<file path="src/rtl/lane_delay_sequencer.sv">
// Central delay-programming controller for DDR3 PHY byte lanes. It takes delay-write commands,
// expands broadcasts into per-lane load pulses, keeps a readable shadow table and sequences set_out.
//
// state | meaning
// IDLE  | ready for a command or an apply request
// BCAST | issuing one lane load per cycle for a broadcast command
// SET   | set_out is registered high for the following cycle
module lane_delay_sequencer #(
    parameter int NUM_LANES = 2,
    parameter int DQ_WIDTH  = 8,
    parameter int DLY_WIDTH = 8,
    parameter int AUTO_SET  = 0,
    parameter int SEL_W     = $clog2(DQ_WIDTH + 2),
    parameter int LANE_W    = (NUM_LANES > 1) ? $clog2(NUM_LANES) : 1
) (
    input  logic                              clk_div,
    input  logic                              rst,
    input  logic                              cmd_valid,
    output logic                              cmd_ready,
    input  logic [LANE_W-1:0]                 cmd_lane,
    input  logic                              cmd_bcast,
    input  logic                              cmd_dir,
    input  logic [SEL_W-1:0]                  cmd_sel,
    input  logic [DLY_WIDTH-1:0]              cmd_data,
    input  logic                              apply,
    output logic [DLY_WIDTH-1:0]              dly_data_out,
    output logic [NUM_LANES*(DQ_WIDTH+2)-1:0] ld_odly,
    output logic [NUM_LANES*(DQ_WIDTH+1)-1:0] ld_idly,
    output logic                              set_out,
    output logic                              pending,
    output logic                              err,
    input  logic                              err_clr,
    input  logic [LANE_W-1:0]                 rd_lane,
    input  logic                              rd_dir,
    input  logic [SEL_W-1:0]                  rd_sel,
    output logic [DLY_WIDTH-1:0]              rd_data
);
    localparam int LDO_W = NUM_LANES * (DQ_WIDTH + 2);
    localparam int LDI_W = NUM_LANES * (DQ_WIDTH + 1);
    localparam int SH_N  = LDO_W + LDI_W;
    localparam int SH_W  = $clog2(SH_N);
    localparam logic [LANE_W-1:0] LAST_LANE = LANE_W'(NUM_LANES - 1);

    typedef enum logic [1:0] {S_IDLE, S_BCAST, S_SET} state_t;

    state_t                 r_state, w_state_nxt;
    logic [LANE_W-1:0]      r_lane_cnt, w_lane_nxt;
    logic                   r_apply_lat, w_apply_nxt;
    logic                   r_ready;
    logic                   r_cmd_dir;
    logic [SEL_W-1:0]       r_cmd_sel;
    logic [DLY_WIDTH-1:0]   r_cmd_data;
    logic [DLY_WIDTH-1:0]   r_dly_data;
    logic [LDO_W-1:0]       r_ld_odly, w_ld_odly;
    logic [LDI_W-1:0]       r_ld_idly, w_ld_idly;
    logic                   r_set_out, r_pending, r_err;
    logic [DLY_WIDTH-1:0]   r_rd_data, w_rd_val;
    logic [DLY_WIDTH-1:0]   r_shadow [SH_N];

    logic                   w_accept, w_cmd_legal, w_apply_any;
    logic                   w_capture, w_ld_en, w_ld_dir, w_set_issue, w_bcast_busy, w_err_set;
    logic [SEL_W-1:0]       w_ld_sel;
    logic [LANE_W-1:0]      w_ld_lane;
    logic [DLY_WIDTH-1:0]   w_ld_data;
    logic [SH_W-1:0]        w_wr_idx, w_rd_idx;

    function automatic logic f_legal(input logic dir, input logic [SEL_W-1:0] sel,
                                     input logic [LANE_W-1:0] lane, input logic chk_lane);
        logic ok;
        ok = 1'b1;
        if (int'(sel) > DQ_WIDTH + 1) ok = 1'b0;
        if (dir && int'(sel) == DQ_WIDTH + 1) ok = 1'b0;
        if (chk_lane && int'(lane) >= NUM_LANES) ok = 1'b0;
        return ok;
    endfunction

    // Input delays live after all output delays in the flat shadow table.
    function automatic int f_idx(input logic dir, input logic [SEL_W-1:0] sel,
                                 input logic [LANE_W-1:0] lane);
        if (dir) return LDO_W + int'(lane) * (DQ_WIDTH + 1) + int'(sel);
        return int'(lane) * (DQ_WIDTH + 2) + int'(sel);
    endfunction

    assign w_accept    = cmd_valid & r_ready & (r_state == S_IDLE);
    assign w_cmd_legal = f_legal(cmd_dir, cmd_sel, cmd_lane, ~cmd_bcast);
    assign w_apply_any = apply | r_apply_lat;

    always_comb begin
        w_state_nxt  = r_state;
        w_lane_nxt   = r_lane_cnt;
        w_apply_nxt  = r_apply_lat | apply;
        w_capture    = 1'b0;
        w_ld_en      = 1'b0;
        w_ld_dir     = r_cmd_dir;
        w_ld_sel     = r_cmd_sel;
        w_ld_lane    = r_lane_cnt;
        w_ld_data    = r_cmd_data;
        w_set_issue  = 1'b0;
        w_bcast_busy = 1'b0;
        w_err_set    = 1'b0;
        unique case (r_state)
            S_IDLE: begin
                if (w_accept) begin
                    w_capture = 1'b1;
                    if (!w_cmd_legal) begin
                        w_err_set   = 1'b1;
                        w_state_nxt = w_apply_any ? S_SET : S_IDLE;
                    end else begin
                        w_ld_en   = 1'b1;
                        w_ld_dir  = cmd_dir;
                        w_ld_sel  = cmd_sel;
                        w_ld_data = cmd_data;
                        w_ld_lane = cmd_bcast ? '0 : cmd_lane;
                        w_bcast_busy = cmd_bcast;
                        if (cmd_bcast && NUM_LANES > 1) begin
                            w_lane_nxt  = LANE_W'(1);
                            w_state_nxt = S_BCAST;
                        end else begin
                            w_state_nxt = (AUTO_SET != 0 || w_apply_any) ? S_SET : S_IDLE;
                        end
                    end
                end else if (w_apply_any) begin
                    w_state_nxt = S_SET;
                end
            end
            S_BCAST: begin
                w_ld_en      = 1'b1;
                w_bcast_busy = 1'b1;
                if (r_lane_cnt == LAST_LANE) begin
                    w_state_nxt = (AUTO_SET != 0 || w_apply_any) ? S_SET : S_IDLE;
                end else begin
                    w_lane_nxt = r_lane_cnt + LANE_W'(1);
                end
            end
            S_SET: begin
                w_set_issue = 1'b1;
                w_apply_nxt = 1'b0;
                w_state_nxt = S_IDLE;
            end
            default: w_state_nxt = S_IDLE;
        endcase
    end

    always_comb begin
        w_ld_odly = '0;
        w_ld_idly = '0;
        if (w_ld_en && !w_ld_dir)
            w_ld_odly = LDO_W'(1) << (int'(w_ld_lane) * (DQ_WIDTH + 2) + int'(w_ld_sel));
        if (w_ld_en && w_ld_dir)
            w_ld_idly = LDI_W'(1) << (int'(w_ld_lane) * (DQ_WIDTH + 1) + int'(w_ld_sel));
        w_wr_idx = SH_W'(f_idx(w_ld_dir, w_ld_sel, w_ld_lane));
        w_rd_idx = SH_W'(f_idx(rd_dir, rd_sel, rd_lane));
        w_rd_val = '0;
        // Forward a same-cycle write so the read sees the new value.
        if (f_legal(rd_dir, rd_sel, rd_lane, 1'b1)) begin
            if (w_ld_en && w_wr_idx == w_rd_idx) w_rd_val = w_ld_data;
            else                                 w_rd_val = r_shadow[w_rd_idx];
        end
    end

    always_ff @(posedge clk_div or posedge rst) begin
        if (rst) begin
            r_state     <= S_IDLE;
            r_lane_cnt  <= '0;
            r_apply_lat <= 1'b0;
            r_ready     <= 1'b0;
        end else begin
            r_state     <= w_state_nxt;
            r_lane_cnt  <= w_lane_nxt;
            r_apply_lat <= w_apply_nxt;
            r_ready     <= (w_state_nxt == S_IDLE) && !w_set_issue && !w_bcast_busy;
        end
    end

    always_ff @(posedge clk_div or posedge rst) begin
        if (rst) begin
            r_cmd_dir  <= 1'b0;
            r_cmd_sel  <= '0;
            r_cmd_data <= '0;
            r_dly_data <= '0;
            r_ld_odly  <= '0;
            r_ld_idly  <= '0;
            r_set_out  <= 1'b0;
            r_pending  <= 1'b0;
            r_err      <= 1'b0;
            r_rd_data  <= '0;
            for (int i = 0; i < SH_N; i++) r_shadow[i] <= '0;
        end else begin
            if (w_capture) begin
                r_cmd_dir  <= cmd_dir;
                r_cmd_sel  <= cmd_sel;
                r_cmd_data <= cmd_data;
            end
            if (w_ld_en) begin
                r_dly_data         <= w_ld_data;
                r_shadow[w_wr_idx] <= w_ld_data;
            end
            r_ld_odly <= w_ld_odly;
            r_ld_idly <= w_ld_idly;
            r_set_out <= w_set_issue;
            r_pending <= w_set_issue ? 1'b0 : (r_pending | w_ld_en);
            r_err     <= err_clr ? 1'b0 : (r_err | w_err_set);
            r_rd_data <= w_rd_val;
        end
    end

    assign cmd_ready    = r_ready;
    assign dly_data_out = r_dly_data;
    assign ld_odly      = r_ld_odly;
    assign ld_idly      = r_ld_idly;
    assign set_out      = r_set_out;
    assign pending      = r_pending;
    assign err          = r_err;
    assign rd_data      = r_rd_data;
endmodule

</file>
<file path="config.mk">
export PLATFORM = sky130hd
export DESIGN_NAME = lane_delay_sequencer
export DESIGN_NICKNAME = d
export VERILOG_FILES = /design/src/rtl/lane_delay_sequencer.sv
export SDC_FILE = /design/constraint.sdc
export NUM_CORES = 1
export LEC_CHECK = 0
export CAP_MARGIN = 10
export CORE_MARGIN = 1.5
export CORE_UTILIZATION = 35
export CTS_CLUSTER_DIAMETER = 60
export DETAILED_ROUTE_END_ITERATION = 6
export SETUP_SLACK_MARGIN = 0.3
export SLEW_MARGIN = 20
export SYNTH_ARGS = -nofsm -noshare
export SYNTH_HDL_FRONTEND = slang
export SYNTH_SLANG_ARGS = --single-unit
</file>
<file path="constraint.sdc">
create_clock -name clk_div -period 22.5 [get_ports clk_div]
set_clock_uncertainty 0.05 [all_clocks]
set_input_delay 4.5 -clock clk_div [delete_from_list [all_inputs] [get_ports clk_div]]
set_output_delay 4.5 -clock clk_div [all_outputs]
set_load 0.01 [all_outputs]
</file>
Yosys cells after proc, flatten, opt, wreduce, memory -nomap -nowiden
Index checks and enable logic that the tools add are counted.
- register bits: 379
- output and inout bits: 58
- add/sub/neg operators: 8
- $mul: 4
- order comparisons: 5
- equal/unequal tests: 8
- shift-type cells: 2
- mux-type cells: 60
- bitwise operators: 7
- reductions and logical operators: 15
- operators by type and width (kind ; count):
    bitwise mux 304 bit ; 1
    two-way mux 8 bit ; 8
    binary-select mux 8 bit (select 6 bit) ; 1
    demux 8 bit (select 6 bit) ; 1
    adder 32 x 5 -> 32 bit ; 1
    left shift 1 x 32 -> 18 bit (first input constant) ; 1
    left shift 1 x 32 -> 20 bit (first input constant) ; 1
    two-way mux 1 bit ; 30
    two-way mux 6 bit ; 4
    two-way mux 20 bit ; 1
    two-way mux 18 bit ; 1
    >= comparator 7 bit (second input constant) ; 2
    inverter 6 -> 7 bit ; 2
    adder 5 x 4 -> 6 bit ; 2
    adder 5 x 5 -> 6 bit (first input constant) ; 2
    adder 6 x 4 -> 6 bit ; 2
    two-way mux 2 bit ; 6
    two-way mux 4 bit ; 3
    multiplier 1 x 4 -> 5 bit (second input constant) ; 2
    == test 4 bit (second input constant) ; 2
    greater-than comparator 4 bit (second input constant) ; 2
    logical AND 1 bit ; 8
    multiplier 1 x 3 -> 4 bit (second input constant) ; 2
    < comparator 7 x 1 -> 1 bit (second input constant) ; 1
    13 further kinds ; 23

Logic depth before layout (Yosys ltp)
- word-level depth: 17
- mapped depth: 19
- gate-level depth less buffers: 14

Worst setup path after synthesis
OpenSTA, ideal clock, no wires.
- path type: input port to flip-flop
- from: in cmd_dir
- to: reg r_shadow[200] (netlist name)
- library setup time: 125 ps
- arrival time: 8389 ps
- path slack: 13937 ps
- stages on the path: 16
- buffers on the path: 3
- path through: a211o_1 > a21oi_1 > clkbuf_1 > buf_2 > nand3b_1 > o21ai_0 > ha_1 > ha_1 > a21oi_1 > xnor2_1 > nand3_1 > and2_1 > buf_2 > nor3_4 > nand3_1 > mux2_2
- cells in the longest elaborated chain, start to end: 16
- RTL lines (item ; RTL line ; text):
    start: declaration ; 22 ; input logic cmd_dir,
    logical AND 1 bit ; 72 ; if (dir && int'(sel) == DQ_WIDTH + 1) ok = 1'b0;
    two-way mux 1 bit ; 72 ;
    two-way mux 1 bit ; 105 ; if (!w_cmd_legal) begin
    two-way mux 1 bit ; 103 ; if (w_accept) begin
    two-way mux 1 bit ; 101 ; unique case (r_state)
    multiplier 1 x 4 -> 5 bit ; 80 ; if (dir) return LDO_W + int'(lane) * (DQ_WIDTH + 1) + int'(sel);
    adder 5 x 5 -> 6 bit ; 80 ;
    adder 6 x 4 -> 6 bit ; 80 ;
    two-way mux 6 bit ; 80 ;
    two-way mux 6 bit ; 81 ; return int'(lane) * (DQ_WIDTH + 2) + int'(sel);
    inverter 6 -> 7 bit (not written as such) ; 196 ; r_shadow[w_wr_idx] <= w_ld_data;
    >= comparator 7 bit (not written as such) or < comparator 7 x 1 -> 1 bit (tied branches) ; 196 ;
    logical AND 1 bit (not written as such) ; 196 ;
    two-way mux 8 bit (not written as such) ; 196 ;
    demux 8 bit (select 6 bit) ; 196 ;
    bitwise mux 304 bit ; 196 ;
    end signal: indexed assignment ; 196 ;
    end: declaration ; 58 ; logic [DLY_WIDTH-1:0] r_shadow [SH_N];
Several ways; a longest one is shown, not always the timed one.
A chain may end at the register's enable or synchronous reset.

Worst setup path in the final report
- from: in cmd_valid
- to: reg r_shadow[41] (netlist name)
- cells in the longest elaborated chain, start to end: 15
- RTL lines (item ; RTL line ; text):
    start: declaration ; 18 ; input logic cmd_valid,
    bitwise AND 1 bit (*) (2 in a row) ; 84 ; assign w_accept = cmd_valid & r_ready & (r_state == S_IDLE);
    two-way mux 1 bit ; 103 ;
    two-way mux 1 bit ; 101 ;
    multiplier 1 x 4 -> 5 bit ; 80 ;
    adder 5 x 5 -> 6 bit ; 80 ;
    adder 6 x 4 -> 6 bit ; 80 ;
    two-way mux 6 bit ; 80 ;
    two-way mux 6 bit ; 81 ;
    inverter 6 -> 7 bit (not written as such) ; 196 ;
    >= comparator 7 bit (not written as such) or < comparator 7 x 1 -> 1 bit (tied branches) ; 196 ;
    logical AND 1 bit (not written as such) ; 196 ;
    two-way mux 8 bit (not written as such) ; 196 ;
    demux 8 bit (select 6 bit) ; 196 ;
    bitwise mux 304 bit ; 196 ;
Mark *: on every way between the ends. The rest lies on a longest branch, timed or not.

==> run metrics <==
CP required=22850 ps; Die ar.=52400 µm²; R2R setup slack=17060 ps; die width=229 µm; first-pass GRT wire length=78500 µm; core area=50300 µm²; FF-to-FF End=r_shadow[41]; CTS tree=built; H-tree levels=2; Yosys cell types=69; effective utilization at floorplan=35.5%; Worst Tran Pin Value=1150 ps; GPL Wtd Cong=0.880; Final Util=41.3%; leakage=0.00924 µW; largest net degree at the start of global routing=100; average wire per standard cell=21.8 µm; grt ovf=0; Startpoint Class=input port; Filler cells=4764; Final Hold Fails=0; HPWL Detailed=33500 µm; Max-Cap Viols=0; DRT Pass-1 Iters=5; DRT Wirelength=50500 µm; die height=229 µm; Pwr Density=111 nW/µm²; Synth top area share=53.1%; EDFF count, synth=0; Hold WC Path Type=reg -> reg; via count=12800; Mapped Area=17900 µm²; vias per inst=5.52; HP Start=r_shadow[268]; Crit path arrival time=9710 ps; Total GRT Usage=19.3%; syn_nets=1612; post_cts resized=0; Clock Latency Late Sink=560 ps; Yosys top cell by area=dfrtp_1; share of cells above drive strength 1=22.7%; vias in the first global route=13000; Critical Path Fanout Max=22; # Post-CTS Setup Buffers=0; final period utilization=41.6%; ANT nets after route=0; Max Clock Freq=107 MHz; Hold EP=r_shadow[268]; Setup crit start=cmd_valid; WS Path Type=in -> reg; Rel. slew slack=23.6%; Max VDD drop=0.0000562 V; status=finished clean; flops & latches, synth=379; root buf cell=clkbuf_16; I/O Buffers=83; Pins Over Slew Limit=0; Max Buffers Root-to-Sink=3; ys flop type=dfrtp_1; clk sinks=379; total I/O pin count=84; Setup TNS=0 ps; Critical Path Sink Type=flip-flop; RSZ-0062 raised after global routing=false; Reg-to-Reg Start=r_state[1]; CTS hold repair buffers=0; main area contributors after synthesis=dfrtp_1 (53%), mux2_2 (12%), mux4_2 (5.0%), a21oi_1 (4.0%), nand2_1 (3.8%); Avg Cell Area, Syn=11.4 µm²; DR iter-0 viols=1046; layout net count=1657; Residual DRC=0; Seq/Total Area, Yosys=53.1%; R2R cell count=12; asr flop ratio synth=100%; Syn-to-layout area delta=16.4%; clock slew at reported path FFs=60 ps; # diodes=0; Synth Instances=1568; minimum clock period=9360 ps; CTS Buf Count=42; hold path depth=2; YS warnings=0; Rows=82; initial antenna violation count=2; final setup vio count=0
[sequential cells by signal, indices dropped and copies added, names as in the netlist]
signal        count
cmd_ready         1
dly_data_out      8
err               1
ld_idly          18
ld_odly          20
pending           1
r_apply_lat       1
r_cmd_data        8
r_cmd_dir         1
r_cmd_sel         4
r_lane_cnt        1
r_shadow        304
r_state           2
rd_data           8
set_out           1
[cell type report]
| class | instances | area (µm²) | share of cell area [%] |
|---|---|---|---|
| Sequential cell | 379 | 9480 | 45.7 |
| Multi-Input combinational cell | 1074 | 7980 | 38.4 |
| Clock buffer | 62 | 1230 | 5.91 |
| Timing Repair Buffer | 107 | 1010 | 4.89 |
| Tap cell | 672 | 841 | 4.05 |
| Clock inverter | 14 | 181 | 0.873 |
| Inverter | 9 | 41.3 | 0.199 |
[cells in the final DEF (no fill, tap or decap), types with 6 or more instances in the layout]
cell             count
a2111oi_0            6
a211oi_1             9
a21o_1               6
a21oi_1            142
a221oi_1             9
and3_1               7
buf_4               23
clkbuf_1            11
clkbuf_16           43
clkbuf_8             8
clkdlybuf4s50_1     83
dfrtp_1            379
ha_1                16
inv_1                7
mux2_2             191
mux2i_1             42
mux2i_2              7
mux4_2              40
nand2_1            181
nand2b_1             6
nand3_1             15
nand4_1              7
nor2_1             138
nor2_2               6
nor3_1              47
nor4_1              27
nor4_4               8
o21ai_0             66
o22ai_1             14
[metal layers]
layer | global-route usage (%) | part of all wire [%]
met1 | 26.2 | 43
met2 | 31.3 | 47
met3 | 3.72 | 6.6
met4 | 6.31 | 2.9
met5 | 0 | 0.020
[worst max-delay path: stages]
cell	delay (ps)
clkdlybuf4s50_1	500
nand4bb_1	620
a21oi_2	310
buf_4	380
o21ai_0	340
ha_1	330
ha_1	230
ha_1	440
or4_1	560
o21ai_1	430
nand3_1	680
nand2_1	250
o21ai_0	130
[cells in the mapped netlist (3+ instances only)]
library cell	number
a2111oi_0	7
a211oi_1	9
a21o_1	6
a21oi_1	143
a221oi_1	9
a31oi_1	3
and3_1	7
buf_1	3
buf_2	33
clkbuf_1	66
dfrtp_1	379
ha_1	16
inv_1	8
mux2_2	192
mux2i_1	53
mux4_2	40
nand2_1	181
nand2b_1	6
nand3_1	15
nand4_1	7
nor2_1	138
nor2_2	6
nor2b_1	5
nor3_1	48
nor4_1	27
nor4_4	8
nor4b_1	3
o211ai_1	3
o21ai_0	66
o21ai_1	4
o221a_2	3
o22ai_1	14
o31ai_1	3
or2_2	5
or3_1	3
or4_1	3
xnor2_1	5
xor2_1	3
[worst max-delay path by stage]
stage	cells after the start	to
floorplan	1	cmd_ready
global placement	10	rd_data[5]
detailed placement	14	r_shadow[238]
CTS	14	r_shadow[238]
global route	14	r_shadow[266]
finish	13	r_shadow[41]
[stage by stage]
step                hold WS (ps)  setup slack (ps)  area (µm²)  instances  total power, µW
global route                 451             12750       20800       2317             2410
CTS                          432             13290       20700       2317             2300
finish                       430             13140       20800       2317             2300
detailed placement           417             12700       19300       2241             1600
floorplan                    392              7420       17900       1568             1350
global placement             406             12790       19300       2241             1580
[cell families (layout without fill, tap and decap cells)]
family / count (synthesis) / after routing / share of synthesized area [%]
AND/OR/NAND/NOR: 475 / 475 / 12.8
adder cells (fa/ha/maj): 18 / 18 / 1.35
buffers and inverters: 115 / 192 / 2.78
multiplexers: 285 / 285 / 20.1
AO/OA/AOI/OAI: 288 / 288 / 9.46
flip-flops: 379 / 379 / 53.1
XOR/XNOR: 8 / 8 / 0.393
[where the power goes]
part | switching (µW) | internal [µW] | total [µW]
registers | 68.8 | 808 | 877
clock network | 284 | 416 | 700
logic | 480 | 244 | 723
total | 833 | 1470 | 2300
No activity file was read; power rests on OpenSTA's default activity.
